`src/rtl/morse_rx.sv`:
```
// Morse receiver: synchronises a keyed line, times marks and spaces in Morse
// units, and reports decoded letters, over-long letters and word gaps.
module morse_rx #(
  parameter int UNIT_CYCLES = 4
) (
  input  logic       clk,
  input  logic       rst,
  input  logic       key,
  output logic [4:0] sym,
  output logic [2:0] len,
  output logic       valid,
  output logic       err,
  output logic       word
);

  localparam int             MAX_ELEM = 5;
  localparam int             CW       = (UNIT_CYCLES > 2) ? $clog2(UNIT_CYCLES) : 1;
  localparam logic [CW-1:0]  CYC_LAST = CW'(UNIT_CYCLES - 1);
  localparam logic [2:0]     MAX_LEN  = 3'(MAX_ELEM);

  typedef enum logic [1:0] {
    IDLE  = 2'd0,
    MARK  = 2'd1,
    SPACE = 2'd2
  } state_t;

  state_t        state;
  state_t        state_nxt;

  logic          key_meta;
  logic          key_s;
  logic          key_prev;
  logic          key_edge;

  logic [CW-1:0] cyc;
  logic [2:0]    units;

  logic [4:0]    shreg;
  logic [2:0]    count;
  logic          ovf;
  logic          lsw;

  logic          elem_valid;
  logic          elem;
  logic          letter_end;
  logic          word_end;

  assign key_edge = key_s ^ key_prev;

  always_ff @(posedge clk) begin
    if (rst) begin
      key_meta <= 1'b0;
      key_s    <= 1'b0;
      key_prev <= 1'b0;
    end else begin
      key_meta <= key;
      key_s    <= key_meta;
      key_prev <= key_s;
    end
  end

  // The edge cycle counts as the first cycle of the new level, so a level of
  // L cycles reads floor(L/UNIT_CYCLES) units in the cycle that ends it.
  always_ff @(posedge clk) begin
    if (rst) begin
      cyc   <= '0;
      units <= 3'd0;
    end else if (key_edge) begin
      cyc   <= CW'(1);
      units <= 3'd0;
    end else if (state == IDLE) begin
      cyc   <= '0;
      units <= 3'd0;
    end else if (cyc == CYC_LAST) begin
      cyc   <= '0;
      units <= (units == 3'd7) ? 3'd7 : units + 3'd1;
    end else begin
      cyc   <= cyc + CW'(1);
    end
  end

  always_ff @(posedge clk) begin
    if (rst) begin
      state <= IDLE;
    end else begin
      state <= state_nxt;
    end
  end

  always_comb begin
    state_nxt = state;
    case (state)
      IDLE: begin
        if (key_s) begin
          state_nxt = MARK;
        end
      end
      MARK: begin
        if (!key_s) begin
          if (units == 3'd0 && count == 3'd0) begin
            state_nxt = IDLE;
          end else begin
            state_nxt = SPACE;
          end
        end
      end
      SPACE: begin
        // A rise coinciding with a unit threshold still starts a new mark.
        if (word_end) begin
          state_nxt = key_s ? MARK : IDLE;
        end else if (key_s) begin
          state_nxt = MARK;
        end
      end
      default: state_nxt = IDLE;
    endcase
  end

  always_comb begin
    elem_valid = 1'b0;
    elem       = 1'b0;
    letter_end = 1'b0;
    word_end   = 1'b0;
    if (state == MARK && !key_s && units != 3'd0) begin
      elem_valid = 1'b1;
      elem       = (units >= 3'd3);
    end
    if (state == SPACE && units == 3'd3 && count != 3'd0) begin
      letter_end = 1'b1;
    end
    if (state == SPACE && units == 3'd7) begin
      word_end = 1'b1;
    end
  end

  always_ff @(posedge clk) begin
    if (rst) begin
      shreg <= 5'd0;
      count <= 3'd0;
      ovf   <= 1'b0;
      lsw   <= 1'b0;
      sym   <= 5'd0;
      len   <= 3'd0;
      valid <= 1'b0;
      err   <= 1'b0;
      word  <= 1'b0;
    end else begin
      valid <= 1'b0;
      err   <= 1'b0;
      word  <= 1'b0;
      if (elem_valid) begin
        if (count == MAX_LEN) begin
          ovf <= 1'b1;
        end else begin
          shreg <= {shreg[3:0], elem};
          count <= count + 3'd1;
        end
      end
      // An over-long letter is reported but never replaces the last good one.
      if (letter_end) begin
        if (ovf) begin
          err <= 1'b1;
        end else begin
          valid <= 1'b1;
          sym   <= shreg;
          len   <= count;
        end
        shreg <= 5'd0;
        count <= 3'd0;
        ovf   <= 1'b0;
        lsw   <= 1'b1;
      end
      if (word_end) begin
        word <= lsw;
        lsw  <= 1'b0;
      end
    end
  end

endmodule

```
`config.mk`:
```
export PLATFORM = sky130hd
export DESIGN_NAME = morse_rx
export DESIGN_NICKNAME = d
export VERILOG_FILES = /design/src/rtl/morse_rx.sv
export SDC_FILE = /design/constraint.sdc
export NUM_CORES = 1
export LEC_CHECK = 0
export ABC_CLOCK_PERIOD_IN_PS = 1300
export BUFFER_PORTS_ARGS = -buffer_cell sky130_fd_sc_hd__buf_4
export CORE_AREA = 2 2 56 58
export CTS_CLUSTER_SIZE = 20
export DETAILED_ROUTE_END_ITERATION = 6
export DIE_AREA = 0 0 58 60
export PLACE_DENSITY = 0.73
export SLEW_MARGIN = 30
export SYNTH_ARGS = -nofsm -noshare
export SYNTH_HDL_FRONTEND = slang
export SYNTH_SLANG_ARGS = --single-unit
```
`constraint.sdc`:
```
create_clock -name clk -period 1.3 [get_ports clk]
set_input_delay 0.26 -clock clk [delete_from_list [all_inputs] [get_ports clk]]
set_output_delay 0.26 -clock clk [all_outputs]
set_load 0.02 [all_outputs]
```
# Word level (Yosys, flattened, before mapping)
# Cells that the tools add are included.
# totals
output_inout_bits	11
in_bits	3
regBits	31
# op_classes
mux	16
add_sub_neg	3
n_eq_ne	7
bitwise	5
magnitude_cmp	1
reduce_logical	21
# ops
cell	count
$mux 1	10
$mux 2	4
$reduce_or 2->1	4
$add 3x1->3 const B	2
$eq 3x3->1 const B	2
$logic_and 1x1->1	6
$logic_not 3->1	2
$pmux 2 s3	1
$reduce_and 2->1	3
$reduce_bool 3->1	2
$eq 2x2->1 const B	2
$not 1->1	4
$reduce_or 4->1	1
$eq 3x2->1 const B	1
$ge 3x2->1 const B	1
$mux 3	1
$reduce_or 3->1	1
$add 2x1->2 const B	1
$eq 2x1->1 const B	1
$logic_not 2->1	1
$ne 2x2->1 const B	1
$logic_not 1->1	1
$xor 1x1->1	1

# Logic depth before layout (Yosys ltp)
# depth
depth_word	6
depth_mapped	6
ltp_nobuf	5

# Worst setup path after synthesis
# OpenSTA, ideal clock, no wires.
# synth_timing
path_kind	register -> register
startpoint	reg count[0]
endpoint	reg len[0]
required_time_ps	1228
period_less_slack_ps	1459
n_path_buf	0
path_slack_ps	-159
stages_incl_launch_ff	6
arrival_ps	1387
cell_sequence	dfxtp_1 -> inv_1 -> ha_1 -> nor2b_1 -> nor3_4 -> mux2i_1
# synth_via
elab_chain_cells	4
# synth_lines
element	line_no	source
from (decl)	39	logic [2:0] count;
from (signal assigned)	156	count <= count + 3'd1;
$reduce_bool 3->1	128	if (state == SPACE && units == 3'd3 && count != 3'd0) begin
$logic_and 1x1->1	128	
$mux 1	128	
$reduce_and 2->1 (no source line)	n/a	
to (signal assigned)	166	len <= count;
to (decl)	10	output logic [2:0] len,
# Several ways; a longest one is shown, not always the timed one.
# A chain may end at the register's enable or synchronous reset.

# Worst setup path in the final report
# layout_timing
startpoint	reg units[1]
endpoint	reg lsw
# layout_via
elab_chain_cells	4
word_cells_on_any_way	8
classes_between	2 x eq/ne; 2 x mux; 4 x reduce/logical
# layout_lines
element	line_no	source
from (decl)	36	logic [2:0] units;
from (signal assigned)	76	units <= (units == 3'd7) ? 3'd7 : units + 3'd1;
$eq 3x3->1 / $eq 3x2->1 (equally long branches)	131, 128	
$logic_and 1x1->1 (on tied branches)	131, 128	
$mux 1 / $logic_and 1x1->1 (equally long branches)	131, 128	
$reduce_or 2->1 (no source line) / $mux 1 (equally long branches)	n/a	
to (signal assigned)	141	lsw <= 1'b0;
to (signal assigned)	171	lsw <= 1'b1;
to (signal assigned)	175	lsw <= 1'b0;
to (decl)	41	logic lsw;
# Several ways; a longest one is shown, not always the timed one.

==> flow_metrics.py <==
metrics = {
    "global_route": {
        "first_global_vias": 1034,
        "grtUsageTotal_pct": 17.8,
        "grt_start_max_net_pins": 17,
        "use_met3_pct": 6.49,
        "grt_use_met1_pct": 20.9,
        "busiest_layer": "met2",
        "grt_pass1_wl_um": 4550,
        "grt_overflow": 0,
        "grtUsageMet2_pct": 29.1,
        "antenna_found_initial": 0,
    },
    "synth": {
        "synth-edff-count": 0,
        "synth_nets": 149,
        "syn-cell-area_um2": 1420,
        "avgSynthCellArea_um2": 10.1,
        "synthCells": 140,
        "synthTopCellsByArea": "dfxtp_1 44%, nand2b_1 7.5%, mux2i_1 5.7%, ha_1 5.3%, a21oi_1 3.2%",
        "yosysWarnings": 0,
        "ys_types": 38,
        "ys_seq_area_share_pct": 43.9,
        "ys_async_sr_fraction_pct": 0,
        "synth_seq_cells": 31,
        "synth_ff_type": "dfxtp_1",
        "synth_top_area_share_pct": 43.9,
        "yosysTopAreaCell": "dfxtp_1",
    },
    "timing": {
        "max_slew_margin_pct": 81.4,
        "setup_slack_ps": -55.0,
        "hold_slack_ps": 135,
        "final-hold-violation-count": 0,
        "final-setup-viol-count": 14,
        "clock.fmax_ghz": 0.738,
        "finalClockSkew_ps": 2.44,
        "min_period_ps": 1350,
        "worst_pin_slew_ps": 279,
        "post-route-period-util_pct": 104,
        "rsz0062_at_grt": "yes",
        "maxSlewViolCount": 0,
    },
    "flow_run": {
        "max-cap-violations": 0,
    },
    "finish": {
        "mostFrequentLayoutCell": "buf_4",
        "area_growth_pct": 33.8,
        "regArea_um2": 633,
        "layout_common_cells": "31 x buf_4, 25 x dfxtp_1, 16 x nand2b_1, 9 x a21oi_1, 8 x mux2i_1",
        "drive_gt1_share_pct": 43.8,
        "layout.nets": 184,
        "nFillCells": 226,
        "diodes": 0,
        "multi_input_area_um2": 840,
    },
    "placement": {
        "place_ws_ps": -226,
        "hpwlAfterDp_um": 1990,
        "gp_congestion": 0.816,
        "io_buffers": 13,
    },
    "status": {
        "status": "finished, violations left",
        "violations": "setup timing",
    },
    "detailed_routing": {
        "drt_iter0_drc": 20,
        "wl_per_cell_um": 13.0,
        "drc_errors": 0,
        "antenna_left": 0,
        "drtPass1Iterations": 4,
        "vias": 1099,
        "wl_um": 2720,
        "vias_per_cell": 5.26,
    },
    "clock_tree": {
        "htreeDepth": 2,
        "clock-sinks": 31,
        "cts_root_buffer": "clkbuf_4",
        "cts.clk_slew.worst_paths_ps": 90,
        "cts_buffers": 5,
        "cts_tree": "yes",
        "clockBufferDepth": 2,
        "clk_latency_ps": 330,
    },
    "critical_path": {
        "rr_endpoint": "lsw",
        "crit_fanout": 4,
        "crit_family": "simple AND/OR/NAND/NOR gates",
        "crit_chain": "buf_4 > ha_4 > nand4bb_4 > or2_1 > a211oi_1",
        "slowest_stage": "dfxtp_4",
        "end_kind": "flop",
        "r2r_setup_slack_ps": -50,
        "r2r_start": "units[1]",
        "cp.arrival_ps": 1600,
        "path_buf_inv": 1,
        "cp-start-kind": "flop",
        "cpPeakStageDelay_ps": 360,
        "r2r_cells": 5,
        "worstSetupPathType": "flop to flop",
        "worstPathRequired_ps": 1550,
    },
    "pwr": {
        "ir_drop_mv": 0.769,
        "p_leak_uw": 0.000696,
        "p_per_area_nw_per_um2": 908,
    },
    "die": {
        "fp.dieH_um": 60,
        "dieArea_um2": 3480,
        "start_util_pct": 48.7,
        "io_pins": 14,
        "die_x_um": 58,
        "coreArea_um2": 2900,
        "rows": 20,
    },
    "worst_hold_path": {
        "hp-start": "key",
        "worstHoldPathCells": 2,
        "hp-class": "input pin to flop",
        "hold_end": "key_meta",
    },
}
sequential cells by signal, indices dropped and copies added (netlist names), 2 cells and up:
register and cells:
state 2, shreg 5, sym 5, units 3, cyc 2, len 3, count 3
kinds of logic after synthesis:
family,Yosys count,synth area share (%)
xor+xnor,1,0.619
flops,31,43.9
compound gates,26,12.7
fa+ha+maj,6,5.30
simple gates,56,28.0
buf+inv,12,3.80
mux,8,5.66
report_power, final:
| part | switching, uW | total, uW | internal [uW] |
|---|---|---|---|
| combinational | 29.5 | 63.7 | 34.1 |
| sequential | 3.50 | 955 | 951 |
| clock | 323 | 700 | 377 |
worst reg2reg max path: cells and delay by family (launching register included):
family	cells	cell delay [ps]
compound gates	1	230
fa+ha+maj	1	150
buf+inv	1	110
simple gates	2	420
flops	1	360
metal layers:
metal / share of wire [%] / wire (um) / up-vias
met2: 48 / 1300 / 19
li1: - / - / 570
met4: 2.6 / 70 / 0
met1: 46 / 1250 / 503
met3: 3.7 / 101 / 7
met5: 0 / 0 / -
metrics by stage:
step	total power (uW)	instances	cell area [um^2]	util [%]	setup TNS [ps]
detailed placement	1030	196	1690	58.1	-2150
finish	1720	209	1890	65.2	-390
global placement	1030	196	1690	58.1	-1490
global route	1790	209	1890	65.2	-1730
CTS	1740	208	1840	63.4	-602
floorplan	1010	140	1450	-	-500
how the worst max path moves through the flow:
stage | from | to | slack, ps | cells after the start
final | units[1] | lsw | -50 | 5
after CTS | units[0] | sym[0] | -60 | 6
after global placement | units[1] | count[2] | -180 | 5
after floorplan | units[0] | state[1] | -50 | 6
after detailed placement | units[0] | count[2] | -230 | 5
after global routing | units[0] | sym[1] | -130 | 6
synth_stat cells (all sizes together), types with 2 or more instances:
cell / number
dfxtp: 31
nand2b: 17
a21oi: 9
mux2i: 8
nor2: 7
ha: 6
inv: 6
nand4: 6
o31ai: 6
nor2b: 5
a211oi: 4
buf: 4
nor3: 4
a31oi: 3
nor3b: 3
a211o: 2
clkbuf: 2
nand2: 2
nor4: 2
or2: 2
or3b: 2
what timing repair did:
item	4_1_cts	5_1_grt
setup buffers	4	1
pin swaps	5	5
setup endpoints to repair	20	24
hold buffers	0	0
resized for setup	11	12
final cells by class:
type	count	share of cell area [%]
multi-input combinational	97	44.3
sequential	31	33.4
timing repair buffer	34	14.5
clock buffer	7	4.03
tap	33	2.18
inverter	6	1.19
clock inverter	1	0.264
(Power assumes the default switching activity.)
